**config.mk**
```make
export PLATFORM = sky130hd
export DESIGN_NAME = hazard_ctrl
export DESIGN_NICKNAME = d
export VERILOG_FILES = /design/src/rtl/minirv_pkg.sv /design/src/rtl/hz_fwd_sel.sv /design/src/rtl/hazard_ctrl.sv
export SDC_FILE = /design/constraint.sdc
export NUM_CORES = 1
export LEC_CHECK = 0
export CORE_AREA = 5 5 86 88
export CTS_CLUSTER_DIAMETER = 150
export DETAILED_ROUTE_END_ITERATION = 10
export DIE_AREA = 0 0 91 93
export PLACE_DENSITY = 0.85
export SETUP_SLACK_MARGIN = 0.4
export SLEW_MARGIN = 15
export SYNTH_ARGS = -nofsm -noshare
export SYNTH_HDL_FRONTEND = slang
export SYNTH_SLANG_ARGS = --single-unit
```
**constraint.sdc**
```tcl
create_clock -name clk_i -period 2.13 [get_ports clk_i]
set_input_delay 0.213 -clock clk_i [delete_from_list [all_inputs] [get_ports clk_i]]
set_output_delay 0.213 -clock clk_i [all_outputs]
set_load 0.05 [all_outputs]
```
**src/rtl/minirv_pkg.sv**
```systemverilog
// Shared miniRV definitions: write-back source codes, forward-select
// encodings and the hazard scoreboard entry.
package minirv_pkg;

  localparam logic [2:0] WB_SEL_ALU  = 3'b000;
  localparam logic [2:0] WB_SEL_PC4  = 3'b001;
  localparam logic [2:0] WB_SEL_IMM  = 3'b010;
  localparam logic [2:0] WB_SEL_LOAD = 3'b011;
  localparam logic [2:0] WB_SEL_CSR  = 3'b100;

  localparam logic [1:0] FWD_RF  = 2'b00;
  localparam logic [1:0] FWD_EX  = 2'b01;
  localparam logic [1:0] FWD_MEM = 2'b10;
  localparam logic [1:0] FWD_WB  = 2'b11;

  typedef struct packed {
    logic       valid;
    logic       we;
    logic [4:0] wr;
    logic       is_load;
  } sb_entry_t;

  localparam int SB_ENTRY_W = $bits(sb_entry_t);
  localparam int SB_DEPTH   = 3;

endpackage

```
**src/rtl/hz_fwd_sel.sv**
```systemverilog
// Per-operand forwarding priority selector over the EX/MEM/WB scoreboard.
// Entry 0 of sb_i is EX, 1 is MEM, 2 is WB; the youngest matching writer wins.
module hz_fwd_sel
  import minirv_pkg::*;
(
  input  logic                             use_i,
  input  logic [4:0]                       rs_i,
  input  logic [SB_DEPTH*SB_ENTRY_W-1:0]   sb_i,
  output logic [1:0]                       sel_o
);

  sb_entry_t ent;
  logic      hit;

  always_comb begin
    sel_o = FWD_RF;
    hit   = 1'b0;
    ent   = '0;
    for (int i = 0; i < SB_DEPTH; i++) begin
      ent = sb_i[i*SB_ENTRY_W +: SB_ENTRY_W];
      if (!hit && use_i && (rs_i != 5'd0) && ent.valid && ent.we && (ent.wr == rs_i)) begin
        hit = 1'b1;
        // A load still in EX has no data yet; the load-use stall covers it.
        if ((i == 0) && ent.is_load) sel_o = FWD_RF;
        else                         sel_o = 2'(i + 1);
      end
    end
  end

endmodule

```
**src/rtl/hazard_ctrl.sv**
```systemverilog
// Hazard controller for the five-stage miniRV core: shadow scoreboard,
// forwarding selects, load-use stall, redirect flush, freeze and perf counters.
module hazard_ctrl #(
  parameter int         CNT_W       = 16,
  parameter logic [2:0] WB_SEL_LOAD = 3'b011
) (
  input  logic             clk_i,
  input  logic             rst_n_i,
  input  logic [4:0]       id_rR1_i,
  input  logic [4:0]       id_rR2_i,
  input  logic             id_use_rs1_i,
  input  logic             id_use_rs2_i,
  input  logic             id_rf_we_i,
  input  logic [4:0]       id_wR_i,
  input  logic [2:0]       id_wb_sel_i,
  input  logic             id_redirect_i,
  input  logic             mem_busy_i,
  output logic             stall_if_o,
  output logic             stall_id_o,
  output logic             bubble_ex_o,
  output logic             flush_ifid_o,
  output logic             freeze_o,
  output logic [1:0]       fwd_rs1_sel_o,
  output logic [1:0]       fwd_rs2_sel_o,
  output logic [CNT_W-1:0] stall_cnt_o,
  output logic [CNT_W-1:0] flush_cnt_o
);

  import minirv_pkg::*;

  sb_entry_t        ex_q, ex_d, mem_q, mem_d, wb_q, wb_d;
  logic [CNT_W-1:0] stall_cnt_q, stall_cnt_d, flush_cnt_q, flush_cnt_d;

  logic ex_writer, rs1_hit, rs2_hit, lu, frz, bubble, flush;
  logic [SB_DEPTH*SB_ENTRY_W-1:0] sb_flat;

  function automatic logic [CNT_W-1:0] sat_inc(input logic [CNT_W-1:0] v, input logic en);
    return (en && (v != '1)) ? v + 1'b1 : v;
  endfunction

  // Reset gates the freeze/flush paths so every output reads 0 while rst_n_i is low.
  always_comb begin
    ex_writer = ex_q.valid & ex_q.we & (ex_q.wr != 5'd0);
    rs1_hit   = id_use_rs1_i & (id_rR1_i != 5'd0) & (id_rR1_i == ex_q.wr);
    rs2_hit   = id_use_rs2_i & (id_rR2_i != 5'd0) & (id_rR2_i == ex_q.wr);
    lu        = ex_writer & ex_q.is_load & (rs1_hit | rs2_hit);
    frz       = mem_busy_i & rst_n_i;
    bubble    = lu & ~frz;
    flush     = id_redirect_i & ~lu & ~frz & rst_n_i;
  end

  always_comb begin
    ex_d        = ex_q;
    mem_d       = mem_q;
    wb_d        = wb_q;
    stall_cnt_d = stall_cnt_q;
    flush_cnt_d = flush_cnt_q;
    if (!frz) begin
      wb_d          = mem_q;
      mem_d         = ex_q;
      ex_d.valid    = ~bubble;
      ex_d.we       = id_rf_we_i;
      ex_d.wr       = id_wR_i;
      ex_d.is_load  = (id_wb_sel_i == WB_SEL_LOAD);
      stall_cnt_d   = sat_inc(stall_cnt_q, lu);
      flush_cnt_d   = sat_inc(flush_cnt_q, flush);
    end
  end

  always_ff @(posedge clk_i or negedge rst_n_i) begin
    if (!rst_n_i) begin
      ex_q        <= '0;
      mem_q       <= '0;
      wb_q        <= '0;
      stall_cnt_q <= '0;
      flush_cnt_q <= '0;
    end else begin
      ex_q        <= ex_d;
      mem_q       <= mem_d;
      wb_q        <= wb_d;
      stall_cnt_q <= stall_cnt_d;
      flush_cnt_q <= flush_cnt_d;
    end
  end

  assign sb_flat = {wb_q, mem_q, ex_q};

  hz_fwd_sel u_fwd_rs1 (
    .use_i (id_use_rs1_i),
    .rs_i  (id_rR1_i),
    .sb_i  (sb_flat),
    .sel_o (fwd_rs1_sel_o)
  );

  hz_fwd_sel u_fwd_rs2 (
    .use_i (id_use_rs2_i),
    .rs_i  (id_rR2_i),
    .sb_i  (sb_flat),
    .sel_o (fwd_rs2_sel_o)
  );

  assign stall_if_o   = lu | frz;
  assign stall_id_o   = lu | frz;
  assign bubble_ex_o  = bubble;
  assign flush_ifid_o = flush;
  assign freeze_o     = frz;
  assign stall_cnt_o  = stall_cnt_q;
  assign flush_cnt_o  = flush_cnt_q;

endmodule

```
* Word-level counts from Yosys, hierarchy flattened *
Cells that the tools add are included.

cells by class
  $add $sub $neg = 2
  eq/ne operators = 11
  muxes and demuxes = 11
  bitwise gates (word level) = 18
  reductions and logical operators = 39

operators by type and width
  kind                   number
  $eq 5x5->1             8
  $add 16x1->16 const B  2
  $ne 16x16->1 const B   2
  $logic_and 1x1->1      30
  $reduce_bool 5->1      3
  $and 1x1->1            13
  $mux 2                 5
  $mux 1                 6
  $logic_not 1->1        4
  $reduce_and 2->1       2
  $eq 3x2->1 const B     1
  $not 1->1              3
  $or 1x1->1             2

storage, ports and cells
  bits in registers = 54
  output and inout port bits = 41
  word-level logic and storage cells = 93

* Logic depth before layout (Yosys ltp) *
Gate-level depths: netlist (run 1).

  word-level depth = 20
  depth in mapped cells = 8
  mapped depth without buffers = 7

* Cells and area by module *
From an unflattened synthesis (run 1), not the netlist that was laid out.

second synthesis, totals
  cells, all modules = 285
  area, all modules = 3116.7 um2

modules (own cells, without submodules)
  module       times used  cells each  area an instance (um2)  sequential area each (um2)
  hazard_ctrl  1           227         2613.8                  1401.3
  hz_fwd_sel   2           29          251.5                   0.0

* Least setup slack after synthesis (run 1) *
No wires, ideal clock.

  kind = input to output
  from = input id_rR1_i[0]
  to = output fwd_rs1_sel_o[1]
  arrival = 2298 ps
  required time = 1917 ps
  slack = -381 ps
  stages = 5
  buffers on the path = 0
  cells stage by stage = or4_1 > o21ai_2 > nand4b_2 > nor2_1 > a211oi_1

on the way
  longest elaborated chain between the ends = 20
  elaborated cells on any way between the ends = 24

RTL lines
  what                            line               text
  start, declared                 hazard_ctrl.sv:9   input logic [4:0] id_rR1_i,
  $reduce_bool 5->1               hz_fwd_sel.sv:21   if (!hit && use_i && (rs_i != 5'd0) && ent.valid && ent.we && (ent.wr == rs_i)) begin
  $logic_and 1x1->1 (4 in a row)  hz_fwd_sel.sv:21
  $mux 1                          hz_fwd_sel.sv:21
  $logic_not 1->1                 hz_fwd_sel.sv:21
  $logic_and 1x1->1 (5 in a row)  hz_fwd_sel.sv:21
  $mux 1                          hz_fwd_sel.sv:21
  $logic_not 1->1                 hz_fwd_sel.sv:21
  $logic_and 1x1->1 (5 in a row)  hz_fwd_sel.sv:21
  $mux 2 (*)                      hz_fwd_sel.sv:21
  end, declared                   hazard_ctrl.sv:23  output logic [1:0] fwd_rs1_sel_o,

Every way passes the cells marked *; elsewhere a longest branch is shown, timed or not.

* Final worst setup path (run 1) *
  from = input id_rR2_i[1]
  to = output stall_if_o

on the way
  longest elaborated chain between the ends = 6
  elaborated cells on any way between the ends = 7

RTL lines
  what               line                text
  start, declared    hazard_ctrl.sv:10   input logic [4:0] id_rR2_i,
  $reduce_bool 5->1  hazard_ctrl.sv:45   rs2_hit = id_use_rs2_i & (id_rR2_i != 5'd0) & (id_rR2_i == ex_q.wr);
  $and 1x1->1        hazard_ctrl.sv:45
  $and 1x1->1 (*)    hazard_ctrl.sv:45
  $or 1x1->1 (*)     hazard_ctrl.sv:46   lu = ex_writer & ex_q.is_load & (rs1_hit | rs2_hit);
  $and 1x1->1 (*)    hazard_ctrl.sv:46
  $or 1x1->1 (*)     hazard_ctrl.sv:102  assign stall_if_o = lu | frz;
  end, declared      hazard_ctrl.sv:18   output logic stall_if_o,

Marked as above.

==> results of run 1 <==
metrics by stage:
| stage | std cells | utilization | instance area [um2] | worst slack, ns | setup TNS [ns] |
|---|---|---|---|---|---|
| after floorplan | 260 | - | 3110 | 0.0240 | 0 |
| after global placement | 427 | 0.621 | 4080 | -0.371 | -11.34 |
| after detailed placement | 427 | 0.621 | 4080 | -0.396 | -12.34 |
| after CTS | 439 | 0.660 | 4340 | -0.213 | -3.98 |
| after global routing | 442 | 0.674 | 4430 | -0.289 | -7.47 |
| final | 442 | 0.674 | 4430 | -0.220 | -4.73 |
power by group through the flow:
stage	logic (mW)	registers (mW)	clock network (mW)
2_1_floorplan	0.258	1.40	0
4_1_cts	0.697	1.25	0.703
5_1_grt	0.759	1.27	0.747
3_3_place_gp	0.691	1.26	0
3_5_place_dp	0.703	1.26	0
6_report	0.709	1.25	0.684
what timing repair did:
action	CTS	global route
setup endpoints to repair	71	43
hold buffers	1	0
setup buffers	3	3
gates cloned	0	0
resized for setup	72	16
hold endpoints to repair	14	0
pin swaps	30	15
placed cells by master (no fill, tap or decap), types with 3 or more instances in the layout:
master	instances
sky130_fd_sc_hd__buf_6	6
sky130_fd_sc_hd__nor4_4	6
sky130_fd_sc_hd__nand3_1	15
sky130_fd_sc_hd__buf_12	8
sky130_fd_sc_hd__dlygate4sd2_1	34
sky130_fd_sc_hd__clkdlybuf4s50_1	16
sky130_fd_sc_hd__nor4_2	4
sky130_fd_sc_hd__nor4b_4	3
sky130_fd_sc_hd__nor2_4	5
sky130_fd_sc_hd__nor2_1	7
sky130_fd_sc_hd__or4_4	4
sky130_fd_sc_hd__inv_1	3
sky130_fd_sc_hd__clkbuf_8	5
sky130_fd_sc_hd__dfrtp_2	21
sky130_fd_sc_hd__buf_4	25
sky130_fd_sc_hd__dlymetal6s2s_1	3
sky130_fd_sc_hd__nand4_1	16
sky130_fd_sc_hd__buf_8	5
sky130_fd_sc_hd__xor2_1	32
sky130_fd_sc_hd__dfrtp_1	33
sky130_fd_sc_hd__xnor2_1	24
sky130_fd_sc_hd__mux2_2	21
sky130_fd_sc_hd__nand2_1	13
sky130_fd_sc_hd__and3_1	8
worst register-to-register path: stages (launching register included):
cell and delay, ns:
sky130_fd_sc_hd__dfrtp_2 0.48, sky130_fd_sc_hd__xnor2_2 0.15, sky130_fd_sc_hd__nand2_1 0.09, sky130_fd_sc_hd__or4_4 0.54, sky130_fd_sc_hd__a21oi_4 0.23, sky130_fd_sc_hd__buf_4 0.16
sky130_fd_sc_hd__buf_8 0.13, sky130_fd_sc_hd__nand3b_1 0.15, sky130_fd_sc_hd__mux2_4 0.31
flip-flops by register name, indices dropped and copies added (netlist names):
signal,flops
ex_q,8
flush_cnt_o,16
mem_q,7
sb_flat,7
stall_cnt_o,16
per-layer routing:
layer  wire [um]  GRT usage  share of wire
met1        3190      0.230           0.42
met2        4000      0.331           0.52
met3         307     0.0418          0.040
met4         136     0.0587          0.018
met5           0          0              0
cell families after synthesis:
| logic type | after synthesis |
|---|---|
| AO/OA/AOI/OAI | 9 |
| buffers and inverters | 11 |
| XOR/XNOR | 59 |
| adder cells (fa/ha/maj) | 2 |
| AND/OR/NAND/NOR | 101 |
| multiplexers | 24 |
| flip-flops | 54 |
final cells by class:
class	instances	area [um2]
clock buffers	6	72.6
clock inverters	2	37.5
fillers	471	2140
inverters	4	15.0
multi-input cells	195	1810
flip-flops and latches	54	1380
well taps	80	100
repair buffers	101	1020
worst max-delay path by stage:
stage                startpoint      endpoint  depth (start not counted)
detailed placement  id_rR2_i[3]  flush_ifid_o                          8
global route            ex_q[4]    stall_if_o                          6
finish              id_rR2_i[1]    stall_if_o                          7
floorplan               ex_q[4]    stall_if_o                          7
CTS                     ex_q[4]    stall_if_o                          6
global placement    id_rR2_i[3]  flush_ifid_o                          8
==> reports/qor.yml, run 1 <==
outcome: "finished, violations left"
failed_checks: "negative setup slack"
pin_count_of_the_biggest_net_entering_global_routing: 41
first_global_vias: 2643
worstHoldPathType: "in -> async"
postSynthNetCount: 287
final-hold-violation-count: 0
final-setup-viol-count: 36
maxCapViolCount: 0
yosysWarningCount: 0
power_frac_clock: 0.259
fmax_mhz: 426
vdd_drop_max_mv: 0.506
post_route_hold_slack_ns: 0.0328
standard_cell_rows: 30
route.final.wire_length_um: 7640
setup_slack_ns: -0.220
ff2ff_path_depth: 8
yosys.area_share.simple: 0.217
period_minus_slack_ns: 2.35
place_congestion: 0.872
cts-root-buf: "sky130_fd_sc_hd__clkbuf_8"
grtUsageTotal: 0.188
grt_antenna_before_repair: 0
floorplan.io_pins: 66
io_buffer_count: 65
path_class: "in -> out"
cp_cell_sequence: "clkdlybuf4s50_1 > xnor2_1 > nand2_1 > or4_4 > a21oi_4 > or2_4 > buf_12"
yosys.area_share.xor_xnor: 0.176
synth_top_area_cell: "sky130_fd_sc_hd__dfrtp_1"
grt_pass1_wl_um: 13000
routed_via_density: 5.42
final_layout_size_suffix_gt1_frac: 0.384
final_layout_net_count: 388
buffer_depth_of_the_longest_clock_path: 2
cellPowerDensity_nw_per_um2: 596
detail_route.first_pass.iterations: 6
reg2reg_to: "flush_cnt_o[1]"
critical-path-top-delay-family: "simple AND/OR/NAND/NOR gates"
power.combinational.fraction: 0.269
synth_top_family_by_area: "simple AND/OR/NAND/NOR gates"
area_growth_syn_to_layout_pct: 51.0
power.switching_fraction: 0.330
die_width_um: 91
timing.max_slew.rel_slack: 0.630
synth.area.mux_share: 0.0917
die_h_um: 93
maxSlewViolCount: 0
syn_avg_cell_area_um2: 11.3
cp.buffers_inverters: 2
syn_inst: 260
synth.top_cell.area_share: 0.461
worstMarginPinSlew_ns: 0.552
cp-end-kind: "output pin"
p_seq_frac: 0.472
synth.cells.most_frequent: "54 x sky130_fd_sc_hd__dfrtp_1, 33 x sky130_fd_sc_hd__xor2_1, 26 x sky130_fd_sc_hd__xnor2_1, 21 x sky130_fd_sc_hd__mux2_2"
yosysSeqAreaShare: 0.461
wl_per_cell_um: 17.3
netSwitchingPower_uw: 871
clock_skew_ns: 0.00676
power_report.internal_total_mw: 1.77
ys_types: 43
worstSkewPairLatency_ns: 0.31
synth_area_in_compound_gates: 0.0252
post-dp-hpwl_um: 5470
first_iter_violations: 79
h_tree_depth_reported_by_cts: 2
cts_inserted_buffers: 5
unrepaired_setup_endpoints_after_global_routing: "yes"
ant_diodes: 0
ant_nets: 0
slowest_stage: "sky130_fd_sc_hd__clkdlybuf4s50_1"
ys.flop_type: "sky130_fd_sc_hd__dfrtp_1"
dr_vias: 2397
power.total_mw: 2.64
synth_top_cells_by_area: "sky130_fd_sc_hd__dfrtp_1 46%, sky130_fd_sc_hd__xor2_1 9.9%, sky130_fd_sc_hd__mux2_2 8.1%, sky130_fd_sc_hd__xnor2_1 7.8%, sky130_fd_sc_hd__nand4_1 3.4%"
worstPathRequired_ns: 1.92
synth_area_in_adders: 0.00853
path_clk_slew_ns: 0.09
total_leakage_power_nw: 1.99
start_util: 0.447
crit-reg2reg-launch: "ex_q[1]"
asyncSetResetFlopFracSynth: 1.00
arrival_ns: 2.14
max_stage_delay_ns: 0.58
design.core.area_um2: 6570
worst_reg_to_reg_setup_slack_ns: -0.20
worst-path-max-fanout: 4
layout_worst_path_cycle_share: 1.10
fp.dieArea_um2: 8460
clock_tree_from_tritoncts: "done"
number_of_clock_sinks_seen_by_cts: 54
crit_path_start_kind: "input port"
globalRouteOverflowTotal: 0
detail_route.drc_violations: 0
synth.most_common_cell: "sky130_fd_sc_hd__dfrtp_1"
synth-edff-count: 0
synth_seq_cells: 54
mappedNetlistArea_um2: 2930
Note: power is estimated with default switching activity, not from simulation.
==> run 2: changes to the inputs <==
Settings changed: CORE_AREA 5 5 86 88 to 5 5 89 91, DIE_AREA 0 0 91 93 to 0 0 94 96, PLACE_DENSITY 0.85 to 0.83, SYNTH_HIERARCHICAL set to 1.
==> run 2 against run 1 <==
Compared with the run above:
- the flow still finishes with violations (negative setup slack)
- first-iteration DRC count rose to 2.7 times the previous value
- fmax fell by 9.6%
- global-route usage decreased by 0.19 points
- register-to-register slack worse by 0.26 ns
- setup slack worse by 0.25 ns
- non-clock buffer count increased by 20
- critical endpoint is now flush_ifid_o
==> reports/qor.yml, run 2 <==
outcome: "finished, violations left"
failed_checks: "negative setup slack"
fp.dieArea_um2: 9020
ant_diodes: 0
worst-path-max-fanout: 3
h_tree_depth_reported_by_cts: 2
yosysWarningCount: 6
path_clk_slew_ns: 0.10
die_h_um: 96
io_buffer_count: 65
power.total_mw: 2.67
post-dp-hpwl_um: 6020
clock_skew_ns: 0.00786
final-hold-violation-count: 0
final_layout_net_count: 430
mappedNetlistArea_um2: 3040
post_route_hold_slack_ns: 0.102
number_of_standard_cells_in_the_final_layout_excluding_fillers: 503
number_of_clock_sinks_seen_by_cts: 54
routed_via_density: 5.48
detail_route.drc_violations: 0
ant_nets: 0
maxCapViolCount: 0
postSynthNetCount: 308
register_area_um2: 1360
final_layout_size_suffix_gt1_frac: 0.394
cts-root-buf: "sky130_fd_sc_hd__clkbuf_8"
clock_tree_from_tritoncts: "done"
globalRouteOverflowTotal: 0
wl_per_cell_um: 19.0
worst_reg_to_reg_setup_slack_ns: -0.46
total_leakage_power_nw: 2.24
setup_slack_ns: -0.470
start_util: 0.431
layout_commonest_cell: "sky130_fd_sc_hd__dfrtp_1"
maxSlewViolCount: 0
worstSkewPairLatency_ns: 0.32
cts_inserted_buffers: 5
critical_path_origin: "ex_q[2]"
syn_avg_cell_area_um2: 10.8
worstPathRequired_ns: 1.92
grtUsageTotal: 0.186
end_of_the_critical_path: "flush_ifid_o"
path_class: "reg -> out"
area_growth_syn_to_layout_pct: 61.8
grt_antenna_before_repair: 0
arrival_ns: 2.39
num-fill-cells: 479
vdd_drop_max_mv: 0.496
ff2ff_path_depth: 10
timing.max_slew.rel_slack: 0.512
worstHoldPathType: "in -> async"
crit-reg2reg-launch: "ex_q[2]"
cellPowerDensity_nw_per_um2: 542
worstMarginPinSlew_ns: 0.728
standard_cell_rows: 31
cp-end-kind: "output pin"
unrepaired_setup_endpoints_after_global_routing: "yes"
floorplan.io_pins: 66
route.final.wire_length_um: 9560
fmax_mhz: 385
multi_input_area_um2: 2170
place_congestion: 0.928
period_minus_slack_ns: 2.60
crit_path_start_kind: "flip-flop"
final-setup-viol-count: 41
buffer_depth_of_the_longest_clock_path: 2
first_global_vias: 2714
place_inst: 475
die_width_um: 94
dr_vias: 2754
syn_inst: 281
first_iter_violations: 211
layout.cells.most_common_list: "49 x sky130_fd_sc_hd__dfrtp_1, 37 x sky130_fd_sc_hd__buf_4, 33 x sky130_fd_sc_hd__xnor2_1"
design.core.area_um2: 7060
grt_pass1_wl_um: 13200
detail_route.first_pass.iterations: 4
layout_worst_path_cycle_share: 1.22
reg2reg_to: "flush_cnt_o[9]"
pin_count_of_the_biggest_net_entering_global_routing: 53
run 2: cell types whose count changed in the layout (fill, tap and decap cells not counted), sizes merged, moves of 3 or more:
cell and change:
nor2 +5, nand3 +3, dlygate4sd2 -3, and3 -4, xnor2 +11, nor3 +12, buf +20, nand4 -4
clkdlybuf4s50 +7
run 2: area by class of cell:
class,instances,area share
Tap cell,99,0.0251
Sequential cell,54,0.276
Timing Repair Buffer,121,0.238
Inverter,4,0.00432
Clock buffer,6,0.0147
Clock inverter,2,0.00279
Multi-Input combinational cell,217,0.440
run 2: critical path, stage by stage, from the launching register on:
cell                        delay (ns)
sky130_fd_sc_hd__dfrtp_2          0.42
sky130_fd_sc_hd__or4_4            0.55
sky130_fd_sc_hd__o2111ai_4        0.28
sky130_fd_sc_hd__nor3_2           0.07
sky130_fd_sc_hd__buf_4            0.16
sky130_fd_sc_hd__or2_4            0.24
sky130_fd_sc_hd__buf_6            0.12
sky130_fd_sc_hd__nor2_4           0.09
sky130_fd_sc_hd__buf_12           0.15
run 2: stage by stage:
stage | area (um2) | worst slack [ns] | TNS [ns] | util
6_report | 4930 | -0.470 | -9.19 | 0.698
2_1_floorplan | 3200 | -0.0819 | -0.665 | -
5_1_grt | 4930 | -0.550 | -12.67 | 0.698
3_5_place_dp | 4230 | -0.366 | -8.45 | 0.600
4_1_cts | 4500 | -0.454 | -9.74 | 0.637
3_3_place_gp | 4230 | -0.304 | -6.64 | 0.600
run 2: how the worst min path moves through the flow:
stage | endpoint | cells after the start | slack, ns
6_report | flush_cnt_o[1] | 2 | 0.10
5_1_grt | flush_cnt_o[1] | 2 | 0.16
4_1_cts | sb_flat[19] | 2 | 0.12
3_5_place_dp | flush_cnt_o[13] | 1 | 0.04
3_3_place_gp | flush_cnt_o[13] | 1 | 0.04
2_1_floorplan | ex_q[0] | 0 | -0.08
run 2: where the power goes:
group / total (mW) / switching (mW) / internal (mW)
Sequential: 1.24 / 0.116 / 1.12
Clock: 0.587 / 0.352 / 0.235
Combinational: 0.847 / 0.486 / 0.360
run 2: timing repair:
action                                  CTS  global route
pin swaps                                25            31
endpoints found under the hold margin     2             0
hold buffers                              1             0
resized for setup                        57            61
endpoints found under the setup margin   72            43
buffers inserted                          8            11
run 2: layer usage:
layer | vias to the layer above | share of wire | global-route usage
met1 | 1382 | 0.40 | 0.233
met4 | 0 | 0.030 | 0.0842
met5 | - | 0 | 0
met2 | 99 | 0.52 | 0.317
li1 | 1248 | - | -
met3 | 25 | 0.050 | 0.0321
==> run 3: changes to the inputs <==
Settings changed: REMOVE_ABC_BUFFERS set to 1.
==> run 3 against run 2 <==
Compared with the run above:
- utilization shrank 1.3 points
- critical path type unchanged
- sequential cell count is the same
- global-route usage grew 1.5 points
- combinational power shrank 3.0%
- critical path depth shrank 2
- register-to-register slack gained 0.26 ns
- cell count grew 0.60%
- via count shrank 0.58%
- first-iteration DRC count shrank 57%
- clock skew shrank 0.0015 ns
- sequential share of layout area grew 0.40 points
- the run still ends with negative setup slack left
==> reports/qor.yml, run 3 (synthesis results as in run 2) <==
cp_cell_sequence: "or4_4 > o2111ai_4 > nor3_4 > or2_4 > nor2_4 > buf_12"
io_buffer_count: 65
number_of_standard_cells_in_the_final_layout_excluding_fillers: 506
path_class: "reg -> out"
first_global_vias: 2989
clock_skew_ns: 0.00635
final-hold-violation-count: 0
vdd_drop_max_mv: 0.821
outcome: "finished, violations left"
layout.cells.most_common_list: "53 x sky130_fd_sc_hd__dfrtp_1, 49 x sky130_fd_sc_hd__buf_4, 36 x sky130_fd_sc_hd__xnor2_1"
layout_commonest_cell: "sky130_fd_sc_hd__dfrtp_1"
timing.max_slew.rel_slack: 0.661
path_clk_slew_ns: 0.09
dr_vias: 2738
ant_nets: 0
die_h_um: 96
final-setup-viol-count: 33
setup_slack_ns: -0.254
crit_path_start_kind: "flip-flop"
detail_route.drc_violations: 0
register_area_um2: 1350
standard_cell_rows: 31
detail_route.first_pass.iterations: 4
failed_checks: "negative setup slack"
total_leakage_power_nw: 2.23
place_congestion: 0.859
slowest_stage: "sky130_fd_sc_hd__or4_4"
worstSkewPairLatency_ns: 0.30
cp-end-kind: "output pin"
worst-path-max-fanout: 4
setup-tns-final_ns: -3.84
route.final.wire_length_um: 8710
buffer_depth_of_the_longest_clock_path: 2
maxSlewViolCount: 0
wl_per_cell_um: 17.2
pin_count_of_the_biggest_net_entering_global_routing: 37
cts-root-buf: "sky130_fd_sc_hd__clkbuf_8"
unrepaired_setup_endpoints_after_global_routing: "yes"
max_stage_delay_ns: 0.55
arrival_ns: 2.17
grt_antenna_before_repair: 0
h_tree_depth_reported_by_cts: 2
start_util: 0.431
worstPathRequired_ns: 1.92
period_minus_slack_ns: 2.38
num-fill-cells: 528
fmax_mhz: 419
post-dp-hpwl_um: 5870
fp.dieArea_um2: 9020
routed_via_density: 5.41
final_layout_net_count: 433
floorplan.io_pins: 66
grt_pass1_wl_um: 14500
post_route_hold_slack_ns: 0.466
worstHoldPathType: "in -> reg"
grtUsageTotal: 0.202
globalRouteOverflowTotal: 0
die_width_um: 94
post-route-cell-area_um2: 4840
number_of_clock_sinks_seen_by_cts: 54
final_layout_size_suffix_gt1_frac: 0.378
first_iter_violations: 91
place_inst: 482
multi_input_area_um2: 2080
clock_tree_from_tritoncts: "done"
cts_inserted_buffers: 5
postPlaceCellArea_um2: 4140
maxCapViolCount: 0
cellPowerDensity_nw_per_um2: 558
design.core.area_um2: 7060
worstMarginPinSlew_ns: 0.511
layout_worst_path_cycle_share: 1.12
area_growth_syn_to_layout_pct: 58.9
power.total_mw: 2.70
ant_diodes: 0
## run 3: changes by cell type in the layout (fill, tap and decap cells not counted), sizes merged
cell / previous run / this run
clkinvlp: 1 / 0
clkbuf: 6 / 7
buf: 65 / 68
## run 3: timing repair
item	4_1_cts	5_1_grt
pin swaps	40	19
setup endpoints to repair	72	42
hold buffers	1	0
resized for setup	88	32
setup buffers	9	6
endpoints found under the hold margin	49	0
## run 3: layout make-up
cell class | instances | area share
repair buffers | 124 | 0.239
flip-flops and latches | 54 | 0.280
multi-input cells | 217 | 0.431
clock buffers | 7 | 0.0199
well taps | 99 | 0.0256
clock inverters | 1 | 0.00181
inverters | 4 | 0.00310
## run 3: report_power, final
group	internal [mW]	total [mW]	switching, mW
clock network	0.299	0.631	0.332
registers	1.12	1.24	0.128
logic	0.353	0.822	0.470
total	1.77	2.70	0.931
## run 3: path summary, 6_finish.rpt
kind,start,endpoint,slack [ns],depth (start not counted)
setup / recovery,ex_q[2],flush_ifid_o,-0.25,6
hold / removal,id_wb_sel_i[2],ex_q[0],0.47,2
setup reg to reg,ex_q[2],flush_cnt_o[1],-0.20,7
hold reg to reg,flush_cnt_o[14],flush_cnt_o[14],0.49,1
max in group asynchronous,rst_n_i,ex_q[1],1.23,3
min in group asynchronous,rst_n_i,flush_cnt_o[7],0.48,3
## run 3: stage by stage
stage | setup WS (ns) | util
6_report | -0.254 | 0.685
5_1_grt | -0.343 | 0.685
4_1_cts | -0.278 | 0.653
3_5_place_dp | -0.446 | 0.587
3_3_place_gp | -0.366 | 0.587
2_1_floorplan | -0.436 | -
## run 3: layer usage
metal  GRT usage  wire length (um)  vias to the layer above
li1            -                 -                     1253
met1       0.265              3710                     1370
met2       0.355              4480                       97
met3      0.0258               359                       18
met4      0.0493               171                        0
met5           0                 0                        -
## run 3: critical path, delay by kind of cell (launching register included)
kind,cells,cell delay (ns)
and+or+nand+nor,4,1.05
buffers and inverters,1,0.15
AOI/OAI and AO/OA,1,0.28
DFF,1,0.39
